==> config.mk <==
export PLATFORM = sky130hd
export DESIGN_NAME = rr_mux4_arbiter
export DESIGN_NICKNAME = d
export VERILOG_FILES = /design/src/rtl/rr_mux4_arbiter_pkg.sv /design/src/rtl/rr_pick4.sv /design/src/rtl/rr_mux4_arbiter.sv
export SDC_FILE = /design/constraint.sdc
export NUM_CORES = 1
export LEC_CHECK = 0
export BUFFER_PORTS_ARGS = -buffer_cell sky130_fd_sc_hd__buf_2
export CORE_MARGIN = 5
export CORE_UTILIZATION = 30
export CTS_CLUSTER_DIAMETER = 50
export CTS_CLUSTER_SIZE = 28
export DETAILED_ROUTE_END_ITERATION = 12
export PLACE_DENSITY = 0.61
export SLEW_MARGIN = 20
export SYNTH_ARGS = -nofsm -noshare
export SYNTH_HDL_FRONTEND = slang
export SYNTH_SLANG_ARGS = --single-unit
==> constraint.sdc <==
create_clock -name clk -period 5.3 [get_ports clk]
set_input_delay 1.06 -clock clk [delete_from_list [all_inputs] [get_ports clk]]
set_output_delay 1.06 -clock clk [all_outputs]
set_load 0.05 [all_outputs]
==> src/rtl/rr_mux4_arbiter_pkg.sv <==
// Shared types and constants for the 4-way round-robin mux arbiter.
package rr_mux4_arbiter_pkg;

  localparam int N_REQ = 4;
  localparam int SEL_W = 2;
  localparam int CNT_W = 4;

  typedef enum logic {
    IDLE  = 1'b0,
    GRANT = 1'b1
  } arb_state_t;

  // One-hot encode a requester index.
  function automatic logic [N_REQ-1:0] onehot(input logic [SEL_W-1:0] idx);
    logic [N_REQ-1:0] v;
    v = {N_REQ{1'b0}};
    v[idx] = 1'b1;
    return v;
  endfunction

endpackage

==> src/rtl/rr_pick4.sv <==
// Combinational round-robin picker: first asserted request at or after ptr, modulo 4.
module rr_pick4
  import rr_mux4_arbiter_pkg::*;
(
  input  logic [N_REQ-1:0] req,
  input  logic [SEL_W-1:0] ptr,
  output logic [SEL_W-1:0] idx,
  output logic             valid
);

  logic [SEL_W-1:0] w_cand;

  // Scan from the farthest position back to ptr so the closest hit is written last.
  always_comb begin
    idx    = ptr;
    valid  = 1'b0;
    w_cand = ptr;
    for (int k = N_REQ - 1; k >= 0; k--) begin
      w_cand = ptr + SEL_W'(k);
      if (req[w_cand]) begin
        idx   = w_cand;
        valid = 1'b1;
      end else begin
        idx   = idx;
        valid = valid;
      end
    end
  end

endmodule

==> src/rtl/rr_mux4_arbiter.sv <==
// Round-robin arbiter driving select/enable of a shared 4:1 single-bit path.
// Each tenure is bounded to HOLD_MAX cycles; handover is back-to-back.
module rr_mux4_arbiter
  import rr_mux4_arbiter_pkg::*;
#(
  parameter int HOLD_MAX = 4
)
(
  input  logic             clk,
  input  logic             rst,
  input  logic [N_REQ-1:0] req,
  input  logic [N_REQ-1:0] D,
  output logic [N_REQ-1:0] grant,
  output logic [SEL_W-1:0] s,
  output logic             en,
  output logic             y
);

  localparam logic [CNT_W-1:0] HOLD_LIM = CNT_W'(HOLD_MAX);

  arb_state_t       r_state;
  arb_state_t       w_state_nxt;
  logic [SEL_W-1:0] r_ptr;
  logic [CNT_W-1:0] r_cnt;
  logic [N_REQ-1:0] r_grant;
  logic [SEL_W-1:0] r_s;
  logic             r_en;

  logic [SEL_W-1:0] w_ptr_nxt;
  logic [CNT_W-1:0] w_cnt_nxt;
  logic [N_REQ-1:0] w_grant_nxt;
  logic [SEL_W-1:0] w_s_nxt;
  logic             w_en_nxt;

  logic             w_release;
  logic [SEL_W-1:0] w_pick_ptr;
  logic [SEL_W-1:0] w_pick_idx;
  logic             w_pick_valid;

  // The current holder releases when it drops its request or its tenure is used up.
  assign w_release  = (r_state == GRANT) && (!req[r_s] || (r_cnt == HOLD_LIM));
  // In GRANT the only pick that matters is the release pick, which starts after the holder.
  assign w_pick_ptr = (r_state == GRANT) ? (r_s + 2'd1) : r_ptr;

  rr_pick4 u_pick (
    .req   (req),
    .ptr   (w_pick_ptr),
    .idx   (w_pick_idx),
    .valid (w_pick_valid)
  );

  // State and registered outputs; reset abandons any tenure without release bookkeeping.
  always_ff @(posedge clk) begin
    if (rst) begin
      r_state <= IDLE;
      r_ptr   <= 2'd0;
      r_cnt   <= 4'd0;
      r_grant <= 4'b0000;
      r_s     <= 2'd0;
      r_en    <= 1'b0;
    end else begin
      r_state <= w_state_nxt;
      r_ptr   <= w_ptr_nxt;
      r_cnt   <= w_cnt_nxt;
      r_grant <= w_grant_nxt;
      r_s     <= w_s_nxt;
      r_en    <= w_en_nxt;
    end
  end

  // Next-state: enter/stay in GRANT whenever a valid pick exists at a decision point.
  always_comb begin
    w_state_nxt = r_state;
    case (r_state)
      IDLE: begin
        if (w_pick_valid) begin
          w_state_nxt = GRANT;
        end else begin
          w_state_nxt = IDLE;
        end
      end
      GRANT: begin
        if (w_release && !w_pick_valid) begin
          w_state_nxt = IDLE;
        end else begin
          w_state_nxt = GRANT;
        end
      end
      default: w_state_nxt = IDLE;
    endcase
  end

  // Next output/counter/pointer values; s holds its last value whenever nothing is granted.
  always_comb begin
    w_ptr_nxt   = r_ptr;
    w_cnt_nxt   = r_cnt;
    w_grant_nxt = r_grant;
    w_s_nxt     = r_s;
    w_en_nxt    = r_en;
    case (r_state)
      IDLE: begin
        if (w_pick_valid) begin
          w_grant_nxt = onehot(w_pick_idx);
          w_s_nxt     = w_pick_idx;
          w_en_nxt    = 1'b1;
          w_cnt_nxt   = 4'd1;
        end else begin
          w_grant_nxt = 4'b0000;
          w_en_nxt    = 1'b0;
        end
      end
      GRANT: begin
        if (w_release) begin
          w_ptr_nxt = r_s + 2'd1;
          if (w_pick_valid) begin
            w_grant_nxt = onehot(w_pick_idx);
            w_s_nxt     = w_pick_idx;
            w_en_nxt    = 1'b1;
            w_cnt_nxt   = 4'd1;
          end else begin
            w_grant_nxt = 4'b0000;
            w_en_nxt    = 1'b0;
            w_cnt_nxt   = 4'd0;
          end
        end else begin
          w_cnt_nxt = r_cnt + 4'd1;
        end
      end
      default: begin
        w_grant_nxt = 4'b0000;
        w_en_nxt    = 1'b0;
      end
    endcase
  end

  // Shared datapath: zero-latency mux from D, forced low when no grant is active.
  always_comb begin
    if (r_en) begin
      y = D[r_s];
    end else begin
      y = 1'b0;
    end
  end

  assign grant = r_grant;
  assign s     = r_s;
  assign en    = r_en;

endmodule

==> run metrics, run 1 <==
outcome=finished, final reports clean; Initial Util=30.8%; hold_buf cts=0; FP Rows=19; Detailed Place HPWL=1.54 mm; post_cts resized=0; post-synth top area share=33.3%; Crit Reg-Reg Endpoint=grant[1]; Mapped Cells=98; period utilization=56.9%; Slew Viols, Final=0; sequential fraction of the synthesis area=33.3%; first drt pass iteration count=4; Post-CTS Setup Bufs=0; H-tree depth=1; Syn Area/Cell=8.59 um^2; Placed Cells=141; Syn Nets=110; Worst-Margin Slew=0.834 ns; DR vias/cell=5.40; minimum clock period=3.02 ns; fill count=282; CTS Buf Count=3; largest net degree at the start of global routing=14; Synth Cell Area=842 um^2; share of post-route cells with drive strength above 1=26.3%; DRT iter0 DRCs=14; Yosys cell types=40; Final TNS setup=0 ns; Arr. time, crit path=1.96 ns; routability cong.=0.758; first-pass GRT wire length=3.61 mm; GRT Overall Usage=11.1%; drt total wl=2.03 mm; Worst setup SP type=primary input; unrepaired setup endpoints after global routing=false; leading area contributor after synthesis=dfxtp_1; vias in the first global route=797; Hold Path Class=reg -> reg; PortBufs=17; top-count cell post-synth=dfxtp_1; die area=3970 um^2; Synth Flop Type=dfxtp_1; die height=63.0 um; drc violations=0; worst reg2reg startpoint=s[0]; CP endpoint kind=output port; Root Buffer=clkbuf_4; Inserted Diodes=0; Crit. Startpoint=D[3]; Max Clk Rate=332 MHz; Syn. warnings=0; Rel. slew slack=43.9%; skew final=0.000810 ns; final net count=127; CTS tree=done; Clock Path Buffers=2; Ports=18; total grt overflow=0; Critical Path Sink=y; # setup viols final=0; peak supply drop=0.225 mV; Clock Sinks=14; share of flip-flops with an asynchronous set or reset=0%; synth-to-layout area growth=14.9%; multi-input logic area=508 um^2; Reg2Reg Depth=5; R2R setup slack=3.23 ns; PwrDens=314 nW/um^2; total of max-cap violations=0; Skew-Pair Late Insertion Delay=0.28 ns; Leakage=0.402 nW; non-filler instance count after layout=145; FF+latch area=280 um^2; top cells by count, synth=14 x dfxtp_1, 10 x nor2_1, 9 x nand2_1, 6 x a21oi_1, 5 x inv_1; Vias=783; total core area=2730 um^2; EDFF count, synth=0; synthesized flop and latch total=14; Synth area leaders=dfxtp_1 33%, mux4_2 5.3%, nor2_1 4.5%; Final Hold Vio Count=0; Worst Path Max Fanout=1; Clock Pin Slew Worst Setup and Hold Paths=0.08 ns; wire per inst=14.0 um; post-route ant nets=0; initial antenna violation count=0; CP required=4.24 ns; Die X=63.0 um; WS Path Type=in -> out
==> registers in the layout (all words and copies together) (netlist names) <==
name,cells
r_ptr,2
r_cnt,4
s,2
r_state,1
grant,4
en,1
==> worst min-delay path by stage <==
stage	startpoint	to	slack [ns]	cells after the start
after floorplan	r_cnt[3]	r_cnt[3]	0.44	1
after detailed placement	grant[2]	grant[2]	0.44	2
final	grant[2]	grant[2]	0.45	2
after global routing	grant[2]	grant[2]	0.48	2
after CTS	grant[2]	grant[2]	0.46	2
after global placement	grant[2]	grant[2]	0.44	2
==> power breakdown <==
part           internal, mW  leakage, nW  total, mW  switching, mW
combinational        0.0344        0.266     0.0958         0.0614
sequential            0.115        0.115      0.131         0.0155
clock                0.0418       0.0210     0.0766         0.0348
==> worst max-delay path, stage by stage <==
cell and delay [ns]:
buf_2 0.10, mux4_2 0.44, and2_1 0.16, buf_2 0.20
==> cells in the final DEF (no fill, tap or decap), types with 2 or more instances in the layout <==
cell type and instances:
a211oi_1 3, a21oi_1 6, a311oi_1 3, and2_1 2, buf_2 17, clkbuf_4 3
dfxtp_1 14, ha_1 2, inv_1 5, mux4_2 2, nand2_1 9, nand2b_1 2
nand3_1 3, nand3b_1 2, nor2_1 10, nor2b_1 2, nor3_1 2, nor3_2 2
o21ai_0 3, or3b_2 2
==> routing by layer <==
metal | part of all wire, % | GRT usage, %
met5 | 0 | 0
met4 | 0.79 | 3.18
met2 | 45 | 17.1
met1 | 48 | 14.3
met3 | 6.4 | 4.32
==> cell type report <==
| cell class | instances | area share, % |
|---|---|---|
| Tap cell | 31 | 4.01 |
| Inverter | 5 | 1.94 |
| Sequential cell | 14 | 29.0 |
| Multi-Input combinational cell | 74 | 52.5 |
| Timing Repair Buffer | 17 | 8.80 |
| Clock buffer | 4 | 3.75 |
==> cell families after synthesis <==
| logic type | synth area share [%] |
|---|---|
| adders and majority gates | 2.97 |
| and+or+nand+nor | 28.2 |
| xor gates and xnor gates | 1.04 |
| muxes | 5.35 |
| buffers and inverters | 6.39 |
| AOI/OAI and AO/OA | 22.7 |
| DFF | 33.3 |
==> through the flow <==
step / util [%] / hold slack [ns] / total power, mW / setup WS (ns) / cell area [um^2]
2_1_floorplan: - / 0.441 / 0.209 / 2.42 / 842
3_3_place_gp: 34.1 / 0.435 / 0.227 / 2.28 / 931
3_5_place_dp: 34.1 / 0.443 / 0.229 / 2.28 / 931
4_1_cts: 35.4 / 0.457 / 0.306 / 2.28 / 967
5_1_grt: 35.4 / 0.478 / 0.324 / 2.26 / 967
6_report: 35.4 / 0.450 / 0.303 / 2.28 / 967
Power figures use the tool's default switching activity.
==> run 2: changes to the inputs <==
--- a/config.mk
+++ b/config.mk
@@ -5,6 +5,7 @@
 export SDC_FILE = /design/constraint.sdc
 export NUM_CORES = 1
 export LEC_CHECK = 0
+export ABC_AREA = 1
 export BUFFER_PORTS_ARGS = -buffer_cell sky130_fd_sc_hd__buf_2
 export CORE_MARGIN = 5
 export CORE_UTILIZATION = 30
==> constraint.sdc (replaced) <==
create_clock -name clk -period 2.55 [get_ports clk]
set_input_delay 0.51 -clock clk [delete_from_list [all_inputs] [get_ports clk]]
set_output_delay 0.51 -clock clk [all_outputs]
set_load 0.05 [all_outputs]
==> run 2 against run 1 <==
Synthesized cell count increased by 66%. Largest cell class unchanged. Highest routed layer unchanged. Count of clock-buffer cells in the layout unchanged. Die area increased by 27%.
==> run metrics, run 2 <==
outcome=finished, final reports clean (unchanged); drc violations=0 (unchanged); Initial Util=30.8% (about the same); drt total wl=2.51 mm (was 2.03 mm); Syn. warnings=0 (unchanged); initial antenna violation count=0 (unchanged); FP Rows=22 (was 19); Root Buffer=clkbuf_8 (was clkbuf_4); Leakage=0.637 nW (was 0.402 nW); CP peak stage delay=0.58 ns (was 0.44 ns); GRT Overall Usage=10.1% (was 11.1%); Final TNS setup=0 ns (unchanged); busiest grt layer=met2 (unchanged); share of post-route cells with drive strength above 1=29.7% (was 26.3%); final net count=195 (was 127); fill count=408 (was 282); WP depth=12 (was 4); Synth area leaders=dfxtp_1 25%, nand2_1 14%, nand3_2 7.2% (was dfxtp_1 33%, mux4_2 5.3%, nor2_1 4.5%); Worst setup SP type=flop (was primary input); hold_buf cts=0 (unchanged); Die X=71.1 um (was 63.0 um); Ports=18 (unchanged); wire per inst=10.9 um (was 14.0 um); Clock Sinks=14 (unchanged); Rel. slew slack=71.2% (was 43.9%); share of flip-flops with an asynchronous set or reset=0% (unchanged); dpl cell area=1240 um^2 (was 931 um^2); crit-path cells=inv_2 -> nand2_2 -> nand2_4 -> nand2_1 -> nand2_1 -> o21ai_0 -> nand2_1 -> nand2_1 -> nand3_1 -> a21oi_2 -> nand3_1 -> a21oi_1 (was buf_2 -> mux4_2 -> and2_1 -> buf_2); minimum clock period=2.04 ns; vias in the first global route=1002 (was 797); Final Hold Vio Count=0 (unchanged); first drt pass iteration count=2 (was 4); Inserted Diodes=0 (unchanged); Max Clk Rate=491 MHz; synth-to-layout area growth=15.9% (was 14.9%); Slew Viols, Final=0 (unchanged); Yosys cell types=28 (was 40); CTS tree=done (unchanged); Slowest-stage cell, CP=dfxtp_1 (was mux4_2); WS Path Type=reg -> reg (was in -> out); Synth Cell Area=1120 um^2 (was 842 um^2); hold-critical path depth=2 (unchanged); Reg2Reg Depth=12 (was 5); Syn Nets=175 (was 110); synthesized flop and latch total=14 (unchanged); Post-CTS Setup Bufs=0 (unchanged); Vias=1037 (was 783); H-tree depth=1 (unchanged); top-count cell post-synth=nand2_1 (was dfxtp_1); leading cell types in the layout, fill and taps excluded=41 x nand2_1, 17 x inv_1, 17 x buf_2, 15 x nor2_1, 14 x dfxtp_1 (was 17 x buf_2, 14 x dfxtp_1, 10 x nor2_1, 9 x nand2_1, 6 x a21oi_1); total core area=3630 um^2 (was 2730 um^2); PwrDens=1320 nW/um^2 (was 314 nW/um^2); skew final=0.00280 ns (was 0.000810 ns); peak supply drop=0.660 mV (was 0.225 mV); Detailed Place HPWL=2.12 mm (was 1.54 mm); post_cts resized=0 (unchanged); post-synth top area share=25.1% (was 33.3%); DRT iter0 DRCs=10 (was 14); GRT met1 Usage=13.4% (was 14.3%); Worst-Margin Slew=0.431 ns (was 0.834 ns); top cells by count, synth=41 x nand2_1, 17 x inv_1, 15 x nor2_1, 14 x dfxtp_1 (was 14 x dfxtp_1, 10 x nor2_1, 9 x nand2_1, 6 x a21oi_1, 5 x inv_1); DR vias/cell=4.51 (was 5.40); fin util=35.7% (was 35.4%); Arr. time, crit path=2.21 ns (was 1.96 ns); Critical path buffers and inverters=1 (was 2); die area=5050 um^2 (was 3970 um^2); largest net degree at the start of global routing=10 (was 14); CTS Buf Count=3 (unchanged); PortBufs=17 (unchanged); Clock Path Buffers=2 (unchanged); CP endpoint kind=flop (was output port); total of max-cap violations=0 (unchanged); Synth Flop Type=dfxtp_1 (unchanged); Largest delay share family, worst path=simple AND/OR/NAND/NOR gates (was multiplexers); Hold Path Class=reg -> reg (unchanged); Global Route met3 Usage=1.70% (was 4.32%); commonest non-fill, non-tap cell in the layout=nand2_1 (was buf_2); die height=71.1 um (was 63.0 um); Setup WS pre-CTS=0.507 ns (was 2.28 ns); post-route ant nets=0 (unchanged); unrepaired setup endpoints after global routing=false (unchanged); routability cong.=0.871 (was 0.758); Worst Path Max Fanout=8 (was 1); fin worst setup slack=0.513 ns (was 2.28 ns); first-pass GRT wire length=4.27 mm (was 3.61 mm); met2 global-route usage=17.5% (was 17.1%); leading area contributor after synthesis=dfxtp_1 (unchanged); Clock Pin Slew Worst Setup and Hold Paths=0.06 ns (was 0.08 ns); Skew-Pair Late Insertion Delay=0.24 ns (was 0.28 ns); Syn Area/Cell=6.86 um^2 (was 8.59 um^2); # setup viols final=0 (unchanged); CP required=2.73 ns (was 4.24 ns); total grt overflow=0 (unchanged); period utilization=79.9%; sequential fraction of the synthesis area=25.1% (was 33.3%); Mapped Cells=163 (was 98); Final Instance Area=1300 um^2 (was 967 um^2); most used cell, CP=nand2_1 (was buf_2); EDFF count, synth=0 (unchanged)
==> run 2: changes by cell type after synthesis, moves of 6 or more <==
cell,previous run,this run
nand3_2,0,8
a21oi_1,6,12
nand2_1,9,41
nand3_1,3,12
inv_1,5,17
nand2_2,0,9
==> run 2: worst paths after layout <==
path | startpoint | endpoint | slack, ns
worst max-delay path | r_state | grant[0] | 0.51
worst min-delay path | grant[2] | grant[2] | 0.46
worst max register to register | r_state | grant[0] | 0.51
worst min register to register | grant[2] | grant[2] | 0.46
==> run 2: tightest hold or removal path, stage by stage, from the launching register on <==
cell and delay, ns:
dfxtp_1 0.31, nand2_1 0.06, a21oi_1 0.05
==> run 2: logic make-up after synthesis <==
family	count (synthesis)	synth area share [%]
adder cells (fa/ha/maj)	2	2.24
buffers and inverters	21	8.39
AND/OR/NAND/NOR	99	50.7
XOR/XNOR	1	0.783
flip-flops	14	25.1
AO/OA/AOI/OAI	26	12.9
==> run 2: through the flow <==
step	std cells	power (mW)	hold slack [ns]
after global placement	226	1.52	0.456
after CTS	230	1.73	0.465
after global routing	230	1.89	0.489
after floorplan	163	1.31	0.469
final	230	1.72	0.462
after detailed placement	226	1.52	0.455
==> run 2: final cells by class <==
class	count	area, um^2	area share, %
Clock buffer	4	55.1	4.25
Tap cell	48	60.1	4.63
Timing Repair Buffer	17	85.1	6.56
Inverter	19	71.3	5.50
Multi-Input combinational cell	128	744	57.4
Sequential cell	14	280	21.6
==> run 2: per-layer routing <==
| metal | vias up | share of wire [%] |
|---|---|---|
| met5 | - | 0 |
| met4 | 0 | 0.56 |
| met3 | 2 | 2.6 |
| met2 | 10 | 46 |
| met1 | 460 | 51 |
| li1 | 565 | - |
==> run 2: power by group <==
group | switching, mW | internal (mW) | total (mW)
logic | 0.799 | 0.351 | 1.15
clock network | 0.0747 | 0.136 | 0.211
registers | 0.0707 | 0.286 | 0.356
==> run 3: changes to the inputs <==
--- a/config.mk
+++ b/config.mk
@@ -5,7 +5,7 @@
 export SDC_FILE = /design/constraint.sdc
 export NUM_CORES = 1
 export LEC_CHECK = 0
-export ABC_AREA = 1
+export ABC_AREA = 0
 export BUFFER_PORTS_ARGS = -buffer_cell sky130_fd_sc_hd__buf_2
 export CORE_MARGIN = 5
 export CORE_UTILIZATION = 30
==> constraint.sdc (replaced) <==
create_clock -name clk -period 2 [get_ports clk]
set_input_delay 0.4 -clock clk [delete_from_list [all_inputs] [get_ports clk]]
set_output_delay 0.4 -clock clk [all_outputs]
set_load 0.05 [all_outputs]
==> run 3 against run 2 <==
Global-route usage is 1.5 points higher. Worst hold slack got worse by 0.00064 ns. Non-clock buffer count up 9. Critical path depth fell by 9. Register-to-register slack worse by 0.41 ns. Total power is 50% lower. Core utilization up 2.5 points. First-iteration DRC count increased to 5.6 times the previous value. Highest routed layer unchanged. Clock skew increased by 0.0075 ns. Die area decreased by 21%.
==> run metrics, run 3 (synthesized netlist as in run 1, its figures left out) <==
outcome=finished, final reports clean (unchanged); H-tree depth=1 (unchanged); skew final=0.0103 ns (was 0.00280 ns); die height=63.0 um (was 71.1 um); hold_buf cts=0 (unchanged); unrepaired setup endpoints after global routing=false (unchanged); Max Clk Rate=524 MHz; Worst Path Max Fanout=2 (was 8); Critical path buffers and inverters=1 (unchanged); Die X=63.0 um (was 71.1 um); WS Path Type=reg -> out (was reg -> reg); fin util=38.2% (was 35.7%); Final TNS setup=0 ns (unchanged); Final Instance Area=1040 um^2 (was 1300 um^2); Final Hold Vio Count=0 (unchanged); commonest non-fill, non-tap cell in the layout=buf_2 (was nand2_1); vias in the first global route=844 (was 1002); Slowest-stage cell, CP=mux4_2 (was dfxtp_1); Slew Viols, Final=0 (unchanged); Worst-Margin Slew=0.298 ns (was 0.431 ns); fill count=280 (was 408); Worst setup SP type=flop (unchanged); drc violations=0 (unchanged); Skew-Pair Late Insertion Delay=0.28 ns (was 0.24 ns); peak supply drop=0.391 mV (was 0.660 mV); Inserted Diodes=0 (unchanged); final net count=136 (was 195); DRT iter0 DRCs=56 (was 10); CP required=1.60 ns (was 2.73 ns); minimum clock period=1.91 ns; largest net degree at the start of global routing=14 (was 10); CTS Buf Count=3 (unchanged); post-route ant nets=0 (unchanged); first-pass GRT wire length=3.85 mm (was 4.27 mm); CP endpoint kind=output port (was flop); leading cell types in the layout, fill and taps excluded=17 x buf_2, 12 x dfxtp_1, 10 x nor2_1, 9 x nand2_1, 9 x buf_4 (was 41 x nand2_1, 17 x inv_1, 17 x buf_2, 15 x nor2_1, 14 x dfxtp_1); synth-to-layout area growth=23.9% (was 15.9%); Leakage=0.449 nW (was 0.637 nW); Largest delay share family, worst path=multiplexers (was simple AND/OR/NAND/NOR gates); CP peak stage delay=0.48 ns (was 0.58 ns); DR vias/cell=5.32 (was 4.51); Rel. slew slack=80.1% (was 71.2%); total core area=2730 um^2 (was 3630 um^2); routability cong.=0.816 (was 0.871); # setup viols final=0 (unchanged); Detailed Place HPWL=1.59 mm (was 2.12 mm); share of post-route cells with drive strength above 1=34.1% (was 29.7%); Clock Sinks=14 (unchanged); Root Buffer=clkbuf_4 (was clkbuf_8); Initial Util=30.8% (about the same); Ports=18 (unchanged); period utilization=95.4%; initial antenna violation count=0 (unchanged); FF+latch area=285 um^2 (was 280 um^2); PortBufs=17 (unchanged); Vias=820 (was 1037); Hold Path Class=reg -> reg (unchanged); Arr. time, crit path=1.51 ns (was 2.21 ns); GRT Overall Usage=11.7% (was 10.1%); CTS tree=done (unchanged); dpl cell area=978 um^2 (was 1240 um^2); wire per inst=13.9 um (was 10.9 um); Clock Pin Slew Worst Setup and Hold Paths=0.10 ns (was 0.06 ns); Clock Path Buffers=2 (unchanged); first drt pass iteration count=4 (was 2); Hold WS=0.462 ns (about the same); total grt overflow=0 (unchanged); multi-input logic area=512 um^2 (was 744 um^2); die area=3970 um^2 (was 5050 um^2); PwrDens=822 nW/um^2 (was 1320 nW/um^2); total of max-cap violations=0 (unchanged); crit-path cells=mux4_2 -> and2_1 -> buf_2 (was inv_2 -> nand2_2 -> nand2_4 -> nand2_1 -> nand2_1 -> o21ai_0 -> nand2_1 -> nand2_1 -> nand3_1 -> a21oi_2 -> nand3_1 -> a21oi_1); FP Rows=19 (was 22); drt total wl=2.14 mm (was 2.51 mm)
-- run 3: changes by cell type in the layout (fill, tap and decap cells not counted), sizes merged, moves of 6 or more --
cell,before,now
nand3,21,3
a21oi,13,6
nor2,19,10
inv,19,5
buf,17,26
o21ai,10,4
nand2,55,9
-- run 3: path summary, 6_finish.rpt --
path              slack (ns)        to  cells past startpoint  startpoint
setup / recovery        0.09         y                      3        s[0]
hold / removal          0.46  grant[2]                      2    grant[2]
setup reg to reg        0.10  grant[1]                      6        s[0]
hold reg to reg         0.46  grant[2]                      2    grant[2]
-- run 3: power by group --
| part | leakage (nW) | total (mW) | internal, mW | switching, mW |
|---|---|---|---|---|
| Sequential | 0.116 | 0.335 | 0.308 | 0.0271 |
| Combinational | 0.312 | 0.312 | 0.125 | 0.186 |
| Clock | 0.0210 | 0.212 | 0.111 | 0.101 |
| Total | 0.449 | 0.858 | 0.543 | 0.314 |
-- run 3: layer usage --
layer / share of wire, % / track usage, % / vias up / wire length, um
met3: 3.3 / 3.24 / 2 / 71
met5: 0 / 0 / - / 0
met2: 48 / 19.5 / 11 / 1030
met4: 0.66 / 2.39 / 0 / 14
met1: 48 / 14.9 / 395 / 1020
li1: - / - / 412 / -
-- run 3: layout make-up --
cell class | count | area share, %
multi-input cells | 74 | 49.0
repair buffers | 26 | 14.6
clock buffers | 4 | 3.48
well taps | 31 | 3.72
flip-flops and latches | 14 | 27.3
inverters | 5 | 1.80
-- run 3: timing repair --
action                     in CTS  in global routing
pin swaps                       0                  0
gates resized for setup         1                  1
setup endpoints to repair       1                  3
gates cloned                    0                  0
setup buffers                   3                  0
-- run 3: stage by stage --
stage / std cells / power, mW / setup WS, ns
5_1_grt: 154 / 0.916 / 0.0194
2_1_floorplan: 98 / 0.555 / -0.0114
3_3_place_gp: 147 / 0.628 / 0.177
6_report: 154 / 0.858 / 0.0927
4_1_cts: 154 / 0.860 / 0.0739
3_5_place_dp: 147 / 0.634 / 0.159
-- run 3: tightest hold or removal path: cells and delay by family (launching register included) --
kind               cells  cell delay [ns]
DFF                    1             0.33
AOI/OAI and AO/OA      1             0.05
and+or+nand+nor        1             0.05
